**src/rtl/aes_inv_round_ctrl.sv**
```systemverilog
// Iterative AES-256 inverse-cipher round sequencer: one inverse round per clock, 14 rounds.
// Optional AES_INV_CTRL_ZEROIZE_EN clears the state register on the DONE->IDLE handshake.
module aes_inv_round_ctrl (
  input  logic         clk_i,
  input  logic         rst_i,
  input  logic         key_ready_i,
  input  logic         ct_valid_i,
  output logic         ct_ready_o,
  input  logic [127:0] ct_i,
  output logic [3:0]   key_idx_o,
  input  logic [127:0] key_i,
  output logic [127:0] isb_o,
  input  logic [127:0] isb_i,
  output logic [127:0] imc_o,
  input  logic [127:0] imc_i,
  output logic         pt_valid_o,
  input  logic         pt_ready_i,
  output logic [127:0] pt_o,
  output logic         busy_o
);
  typedef enum logic [1:0] {IDLE, ROUND, FINAL, DONE} fsm_e;

  fsm_e         r_fsm, w_fsm_nxt;
  logic [127:0] r_st, w_st_nxt;
  logic [3:0]   r_rnd, w_rnd_nxt;
  logic [127:0] w_ark;

  assign w_ark  = isb_i ^ key_i;
  assign imc_o  = w_ark;
  assign isb_o  = r_st;
  assign pt_o   = r_st;
  assign busy_o = (r_fsm != IDLE);

  always_ff @(posedge clk_i) begin
    if (rst_i) begin
      r_fsm <= IDLE;
      r_st  <= '0;
      r_rnd <= '0;
    end else begin
      r_fsm <= w_fsm_nxt;
      r_st  <= w_st_nxt;
      r_rnd <= w_rnd_nxt;
    end
  end

  always_comb begin
    w_fsm_nxt  = r_fsm;
    w_st_nxt   = r_st;
    w_rnd_nxt  = r_rnd;
    key_idx_o  = 4'd14;
    ct_ready_o = 1'b0;
    pt_valid_o = 1'b0;
    case (r_fsm)
      IDLE: begin
        ct_ready_o = key_ready_i;
        if (ct_valid_i && key_ready_i) begin
          w_st_nxt  = ct_i ^ key_i;
          w_rnd_nxt = 4'd13;
          w_fsm_nxt = ROUND;
        end
      end
      ROUND: begin
        key_idx_o = r_rnd;
        w_st_nxt  = imc_i;
        w_rnd_nxt = r_rnd - 4'd1;
        if (r_rnd == 4'd1) w_fsm_nxt = FINAL;
      end
      FINAL: begin
        // Last round skips InvMixColumns.
        key_idx_o = 4'd0;
        w_st_nxt  = w_ark;
        w_fsm_nxt = DONE;
      end
      DONE: begin
        key_idx_o  = 4'd0;
        pt_valid_o = 1'b1;
        if (pt_ready_i) begin
          w_fsm_nxt = IDLE;
`ifdef AES_INV_CTRL_ZEROIZE_EN
          w_st_nxt  = '0;
`else
          w_st_nxt  = r_st;
`endif
        end
      end
      default: w_fsm_nxt = IDLE;
    endcase
  end
endmodule
```
**config.mk**
```make
export PLATFORM = sky130hd
export DESIGN_NAME = aes_inv_round_ctrl
export DESIGN_NICKNAME = d
export VERILOG_FILES = /design/src/rtl/aes_inv_round_ctrl.sv
export SDC_FILE = /design/constraint.sdc
export NUM_CORES = 1
export LEC_CHECK = 0
export CORE_AREA = 2 2 351 353
export DETAILED_ROUTE_END_ITERATION = 6
export DIE_AREA = 0 0 353 355
export MAX_ROUTING_LAYER = met4
export SETUP_SLACK_MARGIN = 0.1
export SYNTH_ARGS = -nofsm -noshare
export SYNTH_HDL_FRONTEND = slang
export SYNTH_SLANG_ARGS = --single-unit
```
**constraint.sdc**
```tcl
create_clock -name clk_i -period 3.1 [get_ports clk_i]
set_input_delay 0.775 -clock clk_i [delete_from_list [all_inputs] [get_ports clk_i]]
set_output_delay 0.775 -clock clk_i [all_outputs]
set_load 0.02 [all_outputs]
```
==> results of run 1 <==
metal layers:
layer | track usage, % | vias up | wire [µm]
li1 | - | 5538 | -
met1 | 19.4 | 6004 | 43900
met2 | 23.3 | 684 | 43200
met3 | 5.77 | 89 | 8280
met4 | 3.07 | 0 | 1730
met5 | - | - | 0
cell type report:
| class | count | area (µm²) |
|---|---|---|
| Antenna cell | 30 | 75.1 |
| Sequential cell | 134 | 2690 |
| Multi-Input combinational cell | 682 | 5360 |
| Clock inverter | 13 | 124 |
| Fill cell | 13700 | 100000 |
| Timing Repair Buffer | 945 | 9970 |
| Tap cell | 1625 | 2030 |
| Inverter | 135 | 512 |
| Clock buffer | 19 | 453 |
power by group through the flow:
stage / clock network, mW / registers [mW] / logic (mW)
after floorplan: 0 / 3.86 / 6.25
after global routing: 2.35 / 3.87 / 13.5
after global placement: 0 / 3.83 / 12.9
final: 2.20 / 3.77 / 12.8
after detailed placement: 0 / 3.85 / 12.9
after CTS: 2.34 / 3.82 / 12.9
cell usage after synthesis, drive strengths merged, types with 4 or more instances:
library cell	count
xor2	256
buf	154
inv	135
dfxtp	134
a221oi	129
nor2	129
o32ai	128
clkbuf	62
ha	7
nand2	6
nand2b	4
critical path, delay by kind of cell:
family	cells	cell delay, ps
buf+inv	2	1200
xor+xnor	1	240
how the worst max path moves through the flow:
stage | cells after the start | to | slack [ps] | start
after floorplan | 7 | key_idx_o[1] | 750 | r_fsm[1]$_SDFFE_PP0P_
after global placement | 4 | imc_o[3] | -110 | key_i[3]
after CTS | 3 | imc_o[100] | 100 | key_i[100]
final | 3 | imc_o[121] | 100 | key_i[121]
after global routing | 3 | imc_o[102] | 100 | key_i[102]
after detailed placement | 4 | imc_o[3] | -110 | key_i[3]
sequential cells by signal, indices dropped and copies added, names as in the netlist:
name and cells:
isb_o 128, r_rnd 4, r_fsm 2
logic make-up after synthesis:
logic type                 after synthesis
buffers and inverters                  351
adders and majority gates                7
xor gates and xnor gates               256
AOI/OAI and AO/OA                      270
muxes                                    2
and+or+nand+nor                        147
DFF                                    134
per-stage QoR:
stage / cell area, µm² / power [mW] / setup slack, ps / util, %
floorplan: 9940 / 10.1 / 750 / -
global placement: 20500 / 16.7 / -115 / 16.9
detailed placement: 20500 / 16.8 / -111 / 16.9
CTS: 21100 / 19.1 / 102 / 17.3
global route: 21200 / 19.7 / 101 / 17.5
finish: 21200 / 18.8 / 105 / 17.5
what timing repair did:
action | CTS | global route
gates resized for setup | 19 | 31
buffers inserted | 0 | 0
hold buffers | 0 | 0
endpoints found under the setup margin | 18 | 33
gates cloned | 0 | 0
==> results.txt, run 1 <==
* Outcome: completed
- Setup violations remaining at the end of the flow were counted as 0.
- Sequential cell area fraction in the yosys report: 27.0%
* Ratio of total power to cell area: 885 mW/mm²
* Setup tns final: 0 ps
- In this run the worst hold path is classified as reg2reg.
- In this run, the combinational gates consume 68.2% of the power.
* Core area: 0.121 mm²
* Post-synthesis simple-gate area fraction: 5.95%
* Antenna violations before repair: 64
- Non-filler instance count after layout: 3583
- STA classifies the critical path endpoint as an output pin.
* Count of maximum capacitance violations: 0
- Clock tree root driver cell: clkbuf_16
* Most frequent cell on the critical path: clkdlybuf4s50_1
- The synthesized netlist devotes 23.7% of its cell area to compound gates.
- TritonCTS Buffers: 17
- Cell area after synthesis: 0.00994 mm²
- Counting distinct cell types in the post-synthesis netlist gives 34.
* FF-to-FF End: isb_o[54]$_SDFFE_PP0P_
* Final wirelength: 97100 µm
- Static timing analysis puts the maximum clock frequency at 334 MHz.
- DIE HEIGHT: 355 µm
- Number of global-route vias before repair: 12300
- Max Clock Skew: 13.2 ps
* Total iterations of the first detailed-routing run: 5
- Dividing the detail-routed via count by the number of cells gives 3.44.
- Async set or reset register ratio after synthesis: 0%
- The signal on the critical path passes through clkdlybuf4s50_1 -> xor2_1 -> clkdlybuf4s50_1.
- Registers are responsible for 20.1% of the overall power.
- The floorplan step defined a die boundary enclosing 0.125 mm².
* Rows: 128
- In this run switching power makes up 52.4% of total power.
- Instance count along the most critical hold path: 2
- Pin count of the biggest net entering global routing: 129
- # port buffers: 907
- Flop-to-flop setup slack: 600 ps
- Final Critical Period: 3000 ps
- Arrival time at the worst endpoint: 2220 ps
- Unrepaired setup endpoints after global routing: no
* Xor-xnor portion of the synthesized cell area: 22.5%
- Most used flip-flop cell after synthesis: dfxtp_1
* Mux cell area share after synthesis: 0.201%
* Area Overhead vs Synth: 113%
* Top Ports: 908
- Max FO, Critical Path: 2
- Clock H-tree levels: 4
* TritonCTS sink count: 134
- After synthesis, the largest family of logic cells by area is compound AO/OA/AOI/OAI gates.
- The longest clock path from root to sink contains 2 buffers.
- Commonest cells after routing, fill and taps aside: clkdlybuf4s50_1 (813), xor2_1 (255), inv_1 (134)
- Peak supply drop: 0.810 mV
* Clock Power Share: 11.7%
* GR Util All Layers: 15.3%
* Actual slew at the worst max-slew pin: 826 ps
* Detail-routed net length per standard cell: 27.1 µm
- Synthesis produced a netlist with a net count of 1691.
- After detailed routing, the number of remaining DRC violations is 0.
- After technology mapping, the gate count stands at 1167.
- For this design the total switching power over the nets is 9.83 mW.
- Initial Utilization: 8.19%
- CP Launch Type: input port
- The count of final max-slew check failures came to 0.
- Number of warnings printed during yosys synthesis: 0
* Wire length of the first global-routing pass: 123000 µm
- The worst setup path is of the in2out kind.
* Register bit total from synthesis: 134
- Share of cells above drive strength 1: 6.74%
* Area share of the largest cell type after synthesis: 27.0%
* Remaining antenna violation count: 0
* Final period util: 96.6%
- Yosys mapped a number of flops with a built-in enable equal to 0.
- Cell internal power was estimated by the tool at 8.93 mW.
* Total gr overflow: 0
* Number of hold violations in the final report: 0
- The detailed router finished its first iteration with 850 violations.
- In this run the most critical hold path is launched from isb_o[7]$_SDFFE_PP0P_.
- A synthesized cell averages 8.52 µm².
- The largest individual stage delay along the critical path comes from the cell clkdlybuf4s50_1.
* Worst Reg2Reg Path Length in Cells: 6
- Placed Cells incl. Taps: 3521
- Crit path required time: 2320 ps
- Worst relative slew slack: 45.0%
* Hold_ws: 477 ps
- The routed layout has 12300 vias.
- On the worst path, the slowest cell contributes a delay of 650 ps.
* Static Leak: 7.77 nW
* Horizontal die dimension: 353 µm
- Arithmetic-cell share of the synthesized area counting full adders, half adders and majority gates: 0.881%
* Worst hold endpoint: isb_o[7]$_SDFFE_PP0P_
- Clock tree from TritonCTS: done
* DP HPWL: 83500 µm
* Biggest area contributors in the synthesized netlist: dfxtp_1 (27%), xor2_1 (23%), a221oi_1 (11%), o32ai_1 (11%), buf_4 (9.7%)
* Cell type contributing the most total cell area after synthesis: dfxtp_1
- Most common cell after layout, fill and taps aside: clkdlybuf4s50_1
- Clock insertion delay at the later pin of the skew report: 510 ps
- After clock tree synthesis, the clock-pin slew on the worst setup and hold paths is 70 ps.
- Net total in the final layout: 2439
- Routability-driven placement finished with a final weighted congestion of 0.854.
- Origin of the critical flop-to-flop path: r_fsm[0]$_SDFFE_PP0P_
Power figures use the tool's default switching activity.
==> inputs of run 2 (changes only) <==
--- a/config.mk
+++ b/config.mk
@@ -5,9 +5,11 @@
 export SDC_FILE = /design/constraint.sdc
 export NUM_CORES = 1
 export LEC_CHECK = 0
-export CORE_AREA = 2 2 351 353
+export CORE_AREA = 2 2 356 358
+export CTS_BUF_LIST = sky130_fd_sc_hd__clkbuf_8
 export DETAILED_ROUTE_END_ITERATION = 6
-export DIE_AREA = 0 0 353 355
+export DIE_AREA = 0 0 358 360
+export HOLD_SLACK_MARGIN = 0.06
 export MAX_ROUTING_LAYER = met4
 export SETUP_SLACK_MARGIN = 0.1
 export SYNTH_ARGS = -nofsm -noshare
==> run 2 against run 1 <==
Maximum frequency increased by 0.66%. Clock power decreased by 19%. Combinational power barely moved. Critical path type unchanged. Critical endpoint is now imc_o[24].
==> results.txt, run 2 (synthesis gave the netlist of run 1 again) <==
* # setup viols final: 0
* Origin of the critical flop-to-flop path: r_fsm[0]$_SDFFE_PP0P_
* Detail-routed net length per standard cell: 26.6 µm
- STA classifies the critical path endpoint as an output pin.
- Top Ports: 908
- At the worst endpoint, the required time is 2320 ps.
- Critical path start-end classification: in2out
* Max Clock Skew: 32.4 ps
- Number of setup buffers added after CTS: 0
* Buffer levels on the longest clock path: 2
- Flop-to-flop setup slack: 720 ps
- Relative to the synthesized area, the layout overhead comes to 111%.
- Of the available clock period, the critical path in the final layout requires 96.0%.
* Hold Path Origin: isb_o[102]$_SDFFE_PP0P_
* Residual DRC: 0
- Register area: 0.00269 mm²
- Critical Path Source: key_i[24]
- Clk slew on worst S/H paths: 80 ps
* Most common cell after layout, fill and taps aside: clkdlybuf4s50_1
- Worst Setup Slack post-DPL: -16.1 ps
- The routed design has 95800 µm of wire.
- Measured along the y axis, the die boundary spans 360 µm.
- In the global route stage, overall resource usage came out at 14.7%.
- The final layout contains 2443 nets.
* Remaining antenna violation count: 0
* Clock tree root driver cell: clkbuf_8
- Fill cells in the final layout number 14000.
- Flip-flop count of the largest register after layout: 128
* Clock tree from TritonCTS: done
* Max FO, Critical Path: 2
- Die area: 0.129 mm²
- In this run the worst hold path is classified as reg2reg.
- Final Critical Period: 2980 ps
* Highest achievable clock rate: 336 MHz
- The number of hold violations in the final report is 0.
- TritonCTS sink count: 134
- Hold-fix buffers, CTS: 0
- Number of slew-limit violations in the final report: 0
* Violation count after the first detailed-routing iteration: 726
- STA puts the critical path data arrival time at 2200 ps.
* Via-per-instance ratio: 3.43
* Horizontal die dimension: 358 µm
* Rows: 130
* Count of maximum capacitance violations: 0
- The worst register-to-register path ends at isb_o[80]$_SDFFE_PP0P_.
- Summed over all cells, the static leakage comes to 7.71 nW.
- Smallest setup slack after layout: 124 ps
- Detailed placement finished with a half-perimeter wire length of 83600 µm.
* Worst relative slew slack: 37.8%
* Pin count of the biggest net entering global routing: 100
* Actual slew at the worst max-slew pin: 933 ps
- The detailed router placed 12400 vias in this run.
- The core region is 0.125 mm².
- Ratio of total power to cell area: 868 mW/mm²
- Hold_ws: 484 ps
- Unrepaired setup endpoints after global routing: yes
- The number of global-route vias before repair was 12100.
- The initial antenna violation count came to 55.
* Worst Reg2Reg Path Length in Cells: 6
- Peak supply drop: 0.899 mV
- Outcome: completed
* Total iterations of the first detailed-routing run: 5
- The count of buffers added on input and output ports is 907.
* Clock insertion delay at the later pin of the skew report: 600 ps
- The clock tree synthesis step divided the H-tree into 4 levels.
- Once layout is complete, the cells apart from fillers number 3604.
* Wire length of the first global-routing pass: 120000 µm
- Counting instances, the worst hold path has a depth of 2.
- TritonCTS Buffers: 17
- Worst hold endpoint: isb_o[102]$_SDFFE_PP0P_
- The worst setup path is launched from an input port.
- The top cell types in the final layout, fill and taps aside, are clkdlybuf4s50_1 (814), xor2_1 (256), inv_1 (135).
* Initial Utilization: 7.96%
- Final estimated routing congestion in global placement: 0.872
* Share of cells above drive strength 1: 6.57%
- Placed Cells incl. Taps: 3550
- Multi-input logic area: 0.00535 mm²
* Total gr overflow: 0
==> run 2: timing repair <==
action | 4_1_cts | 5_1_grt
setup endpoints to repair | 25 | 31
hold endpoints to repair | 0 | 0
pin swaps | 0 | 0
gates resized for setup | 31 | 31
==> run 2: worst max path at each step <==
stage | end | slack (ps) | cells after the start
after CTS | key_idx_o[3] | 40 | 5
after detailed placement | imc_o[52] | -20 | 3
after floorplan | key_idx_o[1] | 750 | 7
after global placement | imc_o[52] | -40 | 3
final | imc_o[24] | 120 | 3
after global routing | key_idx_o[3] | 60 | 5
==> run 2: area by class of cell <==
type | count | share of cell area (%)
clock buffer | 18 | 1.18
tap | 1650 | 9.83
antenna | 22 | 0.262
sequential | 134 | 12.8
timing repair buffer | 949 | 47.2
inverter | 135 | 2.44
multi-input combinational | 682 | 25.5
clock inverter | 14 | 0.822
==> run 2: per-stage QoR <==
step                      setup TNS (ps)  total power [mW]  utilization (%)  area, µm²
final                                  0              18.2             16.8      21000
after global routing                   0              19.2             16.8      21000
after CTS                              0              18.5             16.7      20900
after detailed placement           -16.1              16.6             16.4      20500
after global placement             -39.2              16.6             16.4      20500
after floorplan                        0              10.1                -       9940
==> run 2: metal layers <==
metal | GRT usage, % | vias to the layer above | wire length (µm)
met1 | 18.7 | 6055 | 43800
met3 | 4.91 | 79 | 7790
met5 | - | - | 0
met4 | 2.94 | 0 | 1330
met2 | 22.4 | 707 | 42900
li1 | - | 5523 | -
==> run 2: worst max-delay path, stage by stage <==
cell	delay [ps]
clkdlybuf4s50_1	550
xor2_1	230
clkdlybuf4s50_1	650
==> run 2: report_power, final <==
group          internal (mW)  switching, mW
logic                   5.29           7.22
registers               2.49           1.46
clock network          0.821          0.956
total                   8.60           9.64
==> inputs of run 3 (changes only) <==
--- a/config.mk
+++ b/config.mk
@@ -9,9 +9,11 @@
 export CTS_BUF_LIST = sky130_fd_sc_hd__clkbuf_8
 export DETAILED_ROUTE_END_ITERATION = 6
 export DIE_AREA = 0 0 358 360
+export GPL_ROUTABILITY_DRIVEN = 0
 export HOLD_SLACK_MARGIN = 0.06
 export MAX_ROUTING_LAYER = met4
 export SETUP_SLACK_MARGIN = 0.1
+export SLEW_MARGIN = 0
 export SYNTH_ARGS = -nofsm -noshare
 export SYNTH_HDL_FRONTEND = slang
 export SYNTH_SLANG_ARGS = --single-unit
==> constraint.sdc (replaced) <==
create_clock -name clk_i -period 3.1 [get_ports clk_i]
set_input_delay 0.31 -clock clk_i [delete_from_list [all_inputs] [get_ports clk_i]]
set_output_delay 0.31 -clock clk_i [all_outputs]
set_load 0.02 [all_outputs]
==> run 3 against run 2 <==
Maximum frequency increased by 4.1%. Sequential power about the same. Clock-buffer cell count stayed put. Global-route usage shrank 0.48 points. Wire length shrank 3.2%. Critical endpoint is now key_idx_o[2]. Largest cell class unchanged.
==> results.txt, run 3 (synthesis gave the netlist of run 1 again) <==
- The number of hold violations in the final report is 0.
* Number of global-route vias before repair: 12200
* Actual slew at the worst max-slew pin: 820 ps
- The worst register-to-register path ends at isb_o[53]$_SDFFE_PP0P_.
- Number of setup buffers added after CTS: 0
* Setup tns final: 0 ps
- Worst hold endpoint: isb_o[14]$_SDFFE_PP0P_
* Worst relative slew slack: 45.4%
- Hold-fix buffers, CTS: 0
* Max FO, Critical Path: 4
- Combinational fraction of design power: 68.5%
* Clock tree from TritonCTS: done
* Clock H-tree levels: 4
- STA classifies the critical path endpoint as an output pin.
* Die area: 0.129 mm²
* Share of cells above drive strength 1: 2.79%
- VDD sags by at most 0.681 mV.
- Worst Setup Slack post-DPL: 405 ps
* Overall power of the completed layout: 17.6 mW
* Final period util: 92.2%
* Remaining antenna violation count: 0
* Pin count of the biggest net entering global routing: 130
* Count of buffering cells on the critical path with inverters included: 2
- The HPWL after detailed placement is 81200 µm.
* GR Util All Layers: 14.2%
- Routed via count: 12200
* TritonCTS sink count: 134
- Detail-routed net length per standard cell: 25.9 µm
* Dominant delay contributor by cell family on the critical path: buffers and inverters
* Most common cell after layout, fill and taps aside: clkdlybuf4s50_1
- After detailed routing, the number of remaining DRC violations is 0.
- Hold timing on the final database bottoms out at a slack of 419 ps.
- Sequential share of power: 22.4%
- Final Critical Period: 2860 ps
- Leaving out filler cells and counting taps, the final layout contains 3577.
- Flip-flop count of the largest register after layout: 128
* Smallest setup slack after layout: 241 ps
- Post-route design area: 0.0203 mm²
- Cell-by-cell listing of the critical path: inv_1 -> ha_4 -> or3_1 -> nand2_1 -> clkdlybuf4s50_1
- The count of final max-slew check failures was 0.
- From synthesis to final layout, the design area changed by 104%.
- # setup viols final: 0
- For this configuration, the core starts out at a cell density of 7.96%.
* Total gr overflow: 0
- Total iterations of the first detailed-routing run: 5
* Crit path required time: 2790 ps
- Hold crit path type: in2reg
* Internal power component: 8.25 mW
- Critical Path Max Stage Delay: 610 ps
- In the layout the commonest cells are clkdlybuf4s50_1 (907), xor2_1 (256), inv_1 (135).
- Horizontal die dimension: 358 µm
- Origin of the critical flop-to-flop path: r_fsm[0]$_SDFFE_PP0P_
- For the worst-skew pair, the clock arrives at the later sink with an insertion delay of 610 ps.
- Ratio of total power to cell area: 868 mW/mm²
* Clock Power Share: 9.1%
* Hold Path Origin: ct_i[14]
- Final core utilization: 16.3%
- In this run the static leakage power is 7.03 nW.
* Core area: 0.125 mm²
* Flop-to-flop setup slack: 760 ps
- Violation count after the first detailed-routing iteration: 924
- Final wirelength: 92800 µm
- TritonCTS created 17 clock buffers.
- Net switching is 53.3% of the power.
- The initial antenna violation count was 58.
- Clock-pin slew was measured on the worst setup and hold paths at 110 ps.
- Critical path start-end classification: reg2out
* Instance count along the most critical hold path: 4
- Rows: 130
- Area of placed instances: 0.0199 mm²
- Outcome: completed
- Wire length of the first global-routing pass: 117000 µm
* Library cell contributing the largest single delay on the critical path: clkdlybuf4s50_1
* Number of gates given a new drive strength after cts: 1
- Data arrives at the worst endpoint at 2550 ps.
- Measured in cells, the most critical reg-to-reg path has a length of 6.
- Net total in the final layout: 2412
* Placed Cells incl. Taps: 3519
- Via-per-instance ratio: 3.42
- The count of buffers added on input and output ports is 907.
- Highest achievable clock rate: 350 MHz
- Top Ports: 908
* Reported net switching power: 9.39 mW
- Unrepaired setup endpoints after global routing: no
* Clock tree root driver cell: clkbuf_8
- The floorplan step set the die height to 360 µm.
- Count of maximum capacitance violations: 0
- Buffer levels on the longest clock path: 2
- On the final layout, the worst clock skew is 31.0 ps.
* CP Launch Type: register
## run 3: changes by cell type in the layout (fill, tap and decap cells not counted), sizes merged
cell / change
clkdlybuf4s50: +93
buf: -70
dlymetal6s2s: -30
dlygate4sd2: -21
diode: +4
clkdlybuf4s15: -3
bufinv: -2
clkinv: +2
## run 3: power groups by stage
| stage | registers [mW] | clock network, mW | logic (mW) |
|---|---|---|---|
| CTS | 4.05 | 1.75 | 12.1 |
| global route | 4.08 | 1.78 | 12.8 |
| global placement | 4.07 | 0 | 12.0 |
| detailed placement | 4.08 | 0 | 12.0 |
| floorplan | 3.86 | 0 | 6.25 |
| finish | 3.96 | 1.60 | 12.1 |
## run 3: per-layer routing
layer / wire [µm] / share of wire (%) / global-route usage (%) / up-vias
li1: - / - / - / 5482
met1: 41800 / 45 / 18.0 / 5907
met2: 40600 / 44 / 21.1 / 730
met3: 8660 / 9.3 / 5.37 / 100
met4: 1700 / 1.8 / 3.44 / 0
met5: 0 / 0 / - / -
## run 3: how the worst max path moves through the flow
stage,start,end,slack [ps],cells after the start
6_report,r_fsm[0]$_SDFFE_PP0P_,key_idx_o[2],240,5
5_1_grt,r_fsm[0]$_SDFFE_PP0P_,key_idx_o[2],110,5
4_1_cts,r_fsm[0]$_SDFFE_PP0P_,key_idx_o[2],130,5
3_5_place_dp,isb_i[110],imc_o[110],410,3
3_3_place_gp,isb_i[110],imc_o[110],430,3
2_1_floorplan,r_fsm[1]$_SDFFE_PP0P_,key_idx_o[1],1210,7
## run 3: worst register-to-register path: stages, from the launching register on
cell	delay (ps)
dfxtp_1	450
inv_1	170
ha_4	210
a21boi_4	150
or3_4	500
buf_12	250
o32ai_1	510
## run 3: layout make-up
cell class,instances,area (µm²)
multi-input combinational,682,5350
clock buffer,18,248
sequential,134,2680
antenna,26,65.1
timing repair buffer,918,9270
inverter,135,512
tap,1650,2060
fill,14100,105000
clock inverter,14,126
